===== src/rtl/sb_pkg.sv =====
// sb_pkg: shared framing constants and sequencer state encoding for the sideband link
package sb_pkg;
    localparam logic [7:0] DLE = 8'hFE;
    localparam logic [7:0] STX = 8'h02;
    localparam logic [7:0] ETX = 8'h40;
    localparam int SYM_BITS = 10;
    typedef enum logic [2:0] {
        ST_IDLE, ST_DLE1, ST_STX, ST_PAY, ST_CRC_HI, ST_CRC_LO, ST_DLE2, ST_ETX
    } sb_state_t;
endpackage


===== src/rtl/sb_sym_ser.sv =====
// sb_sym_ser: sends one byte as a 10-bit symbol (start, 8 data bits LSB-first, stop)
module sb_sym_ser #(
    parameter logic IDLE_LVL = 1'b0
) (
    input  logic       sb_clk,
    input  logic       rst,
    input  logic       clr,
    input  logic       load,
    input  logic       run,
    input  logic [7:0] sym_byte,
    input  logic       sym_cov,
    output logic [3:0] cnt,
    output logic       ser_bit,
    output logic       crc_en,
    output logic       sym_end
);
    import sb_pkg::*;
    localparam logic [3:0] LAST = 4'(SYM_BITS - 1);
    logic [7:0] sh;
    logic       cov;
    logic [3:0] cnt_nxt;
    assign sym_end = cnt == LAST;
    assign cnt_nxt = sym_end ? 4'd0 : cnt + 4'd1;
    // Bit and crc_en are computed for the upcoming count so both leave flops aligned
    always_ff @(posedge sb_clk) begin
        if (rst || clr) begin
            cnt     <= '0;
            sh      <= '0;
            cov     <= 1'b0;
            ser_bit <= IDLE_LVL;
            crc_en  <= 1'b0;
        end else if (load) begin
            cnt     <= '0;
            sh      <= sym_byte;
            cov     <= sym_cov;
            ser_bit <= 1'b0;
            crc_en  <= 1'b0;
        end else if (run) begin
            cnt     <= cnt_nxt;
            ser_bit <= (cnt < 4'd8) ? sh[cnt[2:0]] : (cnt == 4'd8);
            crc_en  <= cov && (cnt < 4'd8);
        end
    end
endmodule


===== src/rtl/sb_tx_frame_ctrl.sv =====
// sb_tx_frame_ctrl: frames payload as DLE STX payload CRC DLE ETX with DLE stuffing
module sb_tx_frame_ctrl #(
    parameter int   MAX_LEN  = 64,
    parameter logic IDLE_LVL = 1'b0
) (
    input  logic        sb_clk,
    input  logic        rst,
    input  logic [7:0]  payload_data,
    input  logic        payload_valid,
    input  logic        payload_last,
    output logic        payload_ready,
    input  logic [15:0] crc_value,
    output logic        crc_init,
    output logic        crc_en,
    output logic        crc_bit,
    output logic        tx_ser,
    output logic        busy,
    output logic        done,
    output logic        err_underrun,
    output logic        err_len
);
    import sb_pkg::*;
    localparam int LW = $clog2(MAX_LEN + 1);
    localparam logic [LW-1:0] LEN_MAX = LW'(MAX_LEN);
    sb_state_t state, state_n;
    logic [7:0] byte_q, byte_n, crc_lo_q, crc_lo_n, ld_byte;
    logic [LW-1:0] len_q, len_n, len_inc;
    logic dup, dup_n, last_q, last_n, busy_n, init_n, ready_n, done_n, eu_n, el_n;
    logic ld, ld_cov, clr, stuff, ser_bit, sym_end;
    logic [3:0] cnt;
    sb_sym_ser #(.IDLE_LVL(IDLE_LVL)) u_ser (
        .sb_clk  (sb_clk),
        .rst     (rst),
        .clr     (clr),
        .load    (ld),
        .run     (state != ST_IDLE),
        .sym_byte(ld_byte),
        .sym_cov (ld_cov),
        .cnt     (cnt),
        .ser_bit (ser_bit),
        .crc_en  (crc_en),
        .sym_end (sym_end)
    );
    assign tx_ser  = ser_bit;
    assign crc_bit = ser_bit;
    assign stuff   = (byte_q == DLE) && !dup;
    assign len_inc = len_q + 1'b1;
    // State, frame bookkeeping and registered control pulses
    always_ff @(posedge sb_clk) begin
        if (rst) begin
            state         <= ST_IDLE;
            byte_q        <= '0;
            crc_lo_q      <= '0;
            len_q         <= '0;
            dup           <= 1'b0;
            last_q        <= 1'b0;
            busy          <= 1'b0;
            crc_init      <= 1'b0;
            payload_ready <= 1'b0;
            done          <= 1'b0;
            err_underrun  <= 1'b0;
            err_len       <= 1'b0;
        end else begin
            state         <= state_n;
            byte_q        <= byte_n;
            crc_lo_q      <= crc_lo_n;
            len_q         <= len_n;
            dup           <= dup_n;
            last_q        <= last_n;
            busy          <= busy_n;
            crc_init      <= init_n;
            payload_ready <= ready_n;
            done          <= done_n;
            err_underrun  <= eu_n;
            err_len       <= el_n;
        end
    end
    // Symbol sequencing: ready is raised one count early so it sits on the stop bit of the
    // final copy of a byte; a stuffed DLE repeats uncovered before the next handshake
    always_comb begin
        state_n  = state;
        byte_n   = byte_q;
        crc_lo_n = crc_lo_q;
        len_n    = len_q;
        dup_n    = dup;
        last_n   = last_q;
        busy_n   = busy;
        init_n   = 1'b0;
        done_n   = 1'b0;
        eu_n     = 1'b0;
        el_n     = 1'b0;
        ld       = 1'b0;
        ld_byte  = byte_q;
        ld_cov   = 1'b0;
        clr      = 1'b0;
        ready_n  = (cnt == 4'd8) && (state == ST_STX || (state == ST_PAY && !stuff && !last_q));
        case (state)
            ST_IDLE: if (payload_valid) begin
                state_n = ST_DLE1;
                ld      = 1'b1;
                ld_byte = DLE;
                init_n  = 1'b1;
                busy_n  = 1'b1;
                len_n   = '0;
                last_n  = 1'b0;
                dup_n   = 1'b0;
            end
            ST_DLE1: if (sym_end) begin
                state_n = ST_STX;
                ld      = 1'b1;
                ld_byte = STX;
                ld_cov  = 1'b1;
            end
            ST_STX, ST_PAY: if (sym_end) begin
                if (payload_ready && payload_valid) begin
                    state_n = ST_PAY;
                    ld      = 1'b1;
                    ld_byte = payload_data;
                    ld_cov  = 1'b1;
                    byte_n  = payload_data;
                    dup_n   = 1'b0;
                    len_n   = len_inc;
                    last_n  = payload_last || len_inc == LEN_MAX;
                    el_n    = !payload_last && len_inc == LEN_MAX;
                end else if (payload_ready) begin
                    state_n = ST_IDLE;
                    clr     = 1'b1;
                    busy_n  = 1'b0;
                    eu_n    = 1'b1;
                end else if (stuff) begin
                    ld    = 1'b1;
                    dup_n = 1'b1;
                end else begin
                    state_n  = ST_CRC_HI;
                    ld       = 1'b1;
                    ld_byte  = crc_value[15:8];
                    byte_n   = crc_value[15:8];
                    crc_lo_n = crc_value[7:0];
                    dup_n    = 1'b0;
                end
            end
            ST_CRC_HI: if (sym_end) begin
                ld      = 1'b1;
                dup_n   = stuff;
                state_n = stuff ? ST_CRC_HI : ST_CRC_LO;
                ld_byte = stuff ? byte_q : crc_lo_q;
                byte_n  = stuff ? byte_q : crc_lo_q;
            end
            ST_CRC_LO: if (sym_end) begin
                ld      = 1'b1;
                dup_n   = stuff;
                state_n = stuff ? ST_CRC_LO : ST_DLE2;
                ld_byte = stuff ? byte_q : DLE;
            end
            ST_DLE2: if (sym_end) begin
                state_n = ST_ETX;
                ld      = 1'b1;
                ld_byte = ETX;
            end
            ST_ETX: if (sym_end) begin
                state_n = ST_IDLE;
                clr     = 1'b1;
                busy_n  = 1'b0;
                done_n  = 1'b1;
            end
            default: state_n = ST_IDLE;
        endcase
    end
endmodule

===== config.mk =====
export PLATFORM = sky130hd
export DESIGN_NAME = sb_tx_frame_ctrl
export DESIGN_NICKNAME = d
export VERILOG_FILES = /design/src/rtl/sb_pkg.sv /design/src/rtl/sb_sym_ser.sv /design/src/rtl/sb_tx_frame_ctrl.sv
export SDC_FILE = /design/constraint.sdc
export NUM_CORES = 1
export LEC_CHECK = 0
export CAP_MARGIN = 10
export CORE_MARGIN = 2
export CORE_UTILIZATION = 54
export CTS_CLUSTER_SIZE = 28
export DETAILED_ROUTE_END_ITERATION = 12
export PLACE_DENSITY_LB_ADDON = 0.05
export SETUP_SLACK_MARGIN = 0.4
export SKIP_CTS_REPAIR_TIMING = 1
export SLEW_MARGIN = 20
export SYNTH_ARGS = -nofsm -noshare
export SYNTH_HDL_FRONTEND = slang
export SYNTH_SLANG_ARGS = --single-unit

===== constraint.sdc =====
create_clock -name sb_clk -period 5.8 [get_ports sb_clk]
set_input_delay 0.58 -clock sb_clk [delete_from_list [all_inputs] [get_ports sb_clk]]
set_output_delay 0.58 -clock sb_clk [all_outputs]
set_load 0.1 [all_outputs]

* Word-level counts from Yosys, hierarchy flattened
Cells that the tools add are included.
** Cells by class
- Eq/ne operators :: 24
- Reductions and logical operators :: 33
- Muxes and demuxes :: 63
- Bitwise operators :: 7
- Order comparisons :: 2
- Add/sub/neg operators :: 2
** Operators with widths (count)
- $mux 8 :: 11
- $pmux 8 s6 :: 1
- $mux 3 :: 10
- $mux 1 :: 26
- $mux 7 :: 3
- $pmux 3 s7 :: 1
- $pmux 8 s2 :: 1
- $ne 2x1->1 const B :: 7
- $pmux 7 s2 :: 1
- $eq 3x3->1 const B :: 4
- $reduce_or 2->1 :: 6
- $reduce_and 5->1 :: 2
- $pmux 1 s3 :: 3
- $reduce_bool 3->1 :: 3
- $eq 4x4->1 const B :: 2
- $eq 8x8->1 const B :: 1
- $ne 2x2->1 const B :: 4
- $reduce_and 8->1 :: 1
- $reduce_or 4->1 :: 2
- $add 7x1->7 const B :: 1
- $eq 7x7->1 const B :: 1
- $logic_and 1x1->1 :: 7
- $not 1->1 :: 7
- $eq 3x2->1 const B :: 2
- 16 further kinds :: 24
** Word-level totals
- Output and inout bits :: 9
- Bits in registers :: 49
- Bits of input ports :: 28

* Depth between registers and ports, before layout
- Depth after elaboration :: 7
- Depth in mapped cells :: 11
- Mapped depth without buffers :: 8

* Hierarchy
A second synthesis with hierarchy kept.
** Unflattened totals
- Cells, all modules :: 408
- Area, all modules :: 3138.0 um2
** By module, submodules not included
- sb_tx_frame_ctrl :: cells an instance 336, instances 1, sequential area each 680.7 um2, area each 2432.3 um2
- sb_sym_ser :: cells an instance 72, instances 1, sequential area each 300.3 um2, area each 705.7 um2

* Worst setup path before layout
OpenSTA, ideal clock, no wires.
- Kind :: register to register
- Start point :: register payload_ready
- End point :: register u_ser.sh[1]
- Buffers on the path :: 0
- Period minus slack after synthesis :: 2266 ps
- Stages on the path, launching flop included :: 7
- Setup time :: 120 ps
- Slack :: 3534 ps
- Data arrival time :: 2145 ps
- Cells stage by stage :: dfxtp_1 -> nand2_1 -> o2111ai_1 -> mux2i_1 -> a311oi_2 -> nor3b_1 -> o21ai_1
** Between the ends
- Longest elaborated chain between the ends :: 5
** Ends and longest elaborated chain
- start, declared :: RTL line sb_tx_frame_ctrl.sv:11 : output logic payload_ready,
- start signal, assigned :: RTL line sb_tx_frame_ctrl.sv:72 : payload_ready <= ready_n;
- $mux 1 / $logic_and 1x1->1 (equally long branches) :: RTL line sb_tx_frame_ctrl.sv:125, sb_tx_frame_ctrl.sv:115
- $mux 1 :: RTL line sb_tx_frame_ctrl.sv:115 : if (payload_ready && payload_valid) begin
- $mux 1 :: RTL line sb_tx_frame_ctrl.sv:114 : ST_STX, ST_PAY: if (sym_end) begin
- $pmux 1 s2 :: RTL line sb_tx_frame_ctrl.sv:97 : case (state)
- $logic_or 1x1->1 :: RTL line sb_sym_ser.sv:26 : if (rst || clr) begin
- end signal, assigned :: RTL line sb_sym_ser.sv:34 : sh <= sym_byte;
- end, declared :: RTL line sb_sym_ser.sv:19 : logic [7:0] sh;
Parallel ways exist; a longest one is shown, timed or not.
A chain may end at the register's enable or synchronous reset.

* Final worst setup path
- Start point :: register state[2]
- End point :: register state[1]
** Between the ends
- Longest elaborated chain between the ends :: 4
** Ends and longest elaborated chain
- start, declared :: RTL line sb_tx_frame_ctrl.sv:25 : sb_state_t state, state_n;
- start signal, assigned :: RTL line sb_tx_frame_ctrl.sv:64 : state <= state_n;
- $eq 3x2->1 :: RTL line sb_tx_frame_ctrl.sv:97
- $reduce_or 2->1 :: RTL line sb_tx_frame_ctrl.sv:97
- $ne 4x4->1 (no line) / $ne 2x1->1 (equally long branches)
- $reduce_and 8->1 (no line)
Parallel ways exist; a longest one is shown, timed or not.

==> reports/qor.csv <==
metric;value;unit
drive_gt1_frac;0.05036;
clock_sinks;49;
initial_core_util;0.5562;
clock_latency;300;ps
grt_pass1_wl;13810;um
finalSetupViolCount;0;
nets;450;
synthTopCellsByArea;dfxtp_1 (32%), a21oi_1 (6.9%), o21ai_0 (6.7%);
first_pass_iters;5;
synth-seq-cells;49;
crit_family;simple AND/OR/NAND/NOR gates;
ys_warn_count;0;
stdcell_count;489;
drc;0;
maxSlewHeadroom;0.3481;
holdCritPathClass;reg2reg;
syn-cell-area;0.003044;sq mm
synth_seq_area_share;0.3222;
crit_path_top_delay_cell;ha_1;
grt_overflow;0;
grt_start_max_net_pins;32;
maxCapViolCount;0;
synth_flop_cell;dfxtp_1;
async_flop_share;0;
path_cells;inv_1, ha_1, inv_1, nor2_1, a21oi_1, and2_1, nand2b_1, a21oi_1;
powerDensity;262.7;mW/mm^2
clkTransAtPathRegs;90;ps
ant_nets;0;
period_share;0.5709;
place_ws;2587;ps
viasPerCell;6.407;
core-area;0.005473;sq mm
hpwlAfterDp;5954;um
antennaDiodeCount;0;
path_buf_inv;2;
synthTopCellsByCount;nand2_1 (53), dfxtp_1 (49), a21oi_1 (42), o21ai_0 (41), nor2_1 (28);
dp_cells;482;
ir_drop;184.7;uV
tns;0;ps
die_h;79.08;um
wire_per_inst;17.57;um
netlist_instances;402;
globalplace.congestion;0.9391;
crit_type;reg2reg;
ctsLongestPathBuffers;2;
antenna_found_initial;0;
die_x;79.08;um
io_buffers;36;
cp.required;6040;ps
wirelength;8590;um
cp_slowest_stage_delay;800;ps
max_freq;302.0;MHz
clockRootBuffer;clkbuf_8;
p_leak;1.135;nW
final_util;0.6319;
end_kind;flip-flop;
synth_top_area_cell;dfxtp_1;
synthesis.nets;435;
rows;27;
reg2reg_setup_slack;2490;ps
vias;3133;
grt_use_total;0.2813;
fin_crit;3311;ps
worst_slack;2489;ps
timing.final.hold_violations;0;
grt_pass1_vias;2689;
synth_top_area_share;0.3222;
io_pins;37;
initialDrtViolationCount;358;
worst_pin_slew;974.8;ps
synth_edf_count;0;
rsz0062_at_grt;false;
h-tree-depth;2;
synth_most_common_cell;nand2_1;
area_growth;13.60;%
avgSynthCellArea;7.573;sq um
cts_tree;yes;
die_area;0.006254;sq mm
final_max_slew_viol_count;0;
skew;7.997;ps
cp.arrival;3550;ps
synth.distinct_cells;62;
numCtsBuffers;5;
startpoint_type;flip-flop;
status;finished clean;
worstPathMaxFanout;28;
## area by class of cell
class                           count  area, sq um
Timing Repair Buffer               40        390.4
Fill cell                         524         2014
Tap cell                           72        90.09
Clock buffer                        7        86.33
Inverter                            6        22.52
Sequential cell                    49        980.9
Multi-Input combinational cell    315         1888
## worst register-to-register path, stage by stage, from the launching register on
cell and delay [ps]:
dfxtp_1 540, inv_1 260, ha_1 800, inv_1 310, nor2_1 660, a21oi_1 140
and2_1 240, nand2b_1 160, a21oi_1 150
## final timing paths
path                             startpoint           to  cells past startpoint
worst min register to register  u_ser.sh[3]  u_ser.sh[3]                      2
worst min-delay path            u_ser.sh[3]  u_ser.sh[3]                      2
worst max-delay path               state[2]     state[1]                      8
worst max register to register     state[2]     state[1]                      8
## where the power goes
group / switching, mW / total [mW] / internal [mW]
clock: 0.112 / 0.207 / 0.0949
sequential: 0.0359 / 0.395 / 0.359
combinational: 0.197 / 0.307 / 0.110
## layer usage
metal,up-vias,share of wire,wire [um],GRT usage
met2,153,0.45,3859,0.4263
li1,1500,-,-,-
met5,-,0,0,0
met4,0,0.021,180,0.08966
met3,16,0.070,602,0.04659
met1,1464,0.46,3948,0.4075
## cell families (layout without fill, tap and decap cells)
| family | Yosys count | after routing | share of synthesized area |
|---|---|---|---|
| fa+ha+maj | 5 | 5 | 0.02055 |
| flops | 49 | 49 | 0.3222 |
| mux | 6 | 6 | 0.02795 |
| compound gates | 142 | 142 | 0.2955 |
| xor+xnor | 6 | 6 | 0.01726 |
| buf+inv | 38 | 53 | 0.05754 |
| simple gates | 156 | 156 | 0.2589 |
## state kept, by name (all words and copies together), names as in the netlist, 3 cells and up
register and flops:
state 3, crc_lo_q 8, len_q 7, u_ser.cnt 4
u_ser.sh 8, byte_q 8
## metrics by stage
| step | power, mW | cell area [sq um] | hold slack (ps) |
|---|---|---|---|
| floorplan | 0.6286 | 3044 | 419.8 |
| global placement | 0.6999 | 3372 | 434.5 |
| detailed placement | 0.7016 | 3372 | 443.9 |
| CTS | 0.9050 | 3458 | 456.3 |
| global route | 0.9550 | 3458 | 481.4 |
| finish | 0.9087 | 3458 | 453.5 |
## placed cells by master (no fill, tap or decap), types with 4 or more instances in the layout
cell type	synthesis	routed
a211o_1	4	4
a211oi_1	4	4
a21oi_1	42	42
a22o_1	4	4
a31oi_1	8	8
and2_1	4	4
and3_1	4	4
buf_4	4	4
clkbuf_8	0	6
clkdlybuf4s50_1	0	36
dfxtp_1	49	49
ha_1	5	5
inv_1	5	5
mux2i_1	4	4
nand2_1	53	53
nand2b_1	5	5
nand3_1	20	20
nor2_1	28	28
nor2b_1	6	6
nor3_1	10	10
nor3b_1	7	7
nor4_1	4	4
o211ai_1	4	4
o21ai_0	41	40
o21ai_1	7	8
xor2_1	4	4
(Power assumes the default switching activity.)
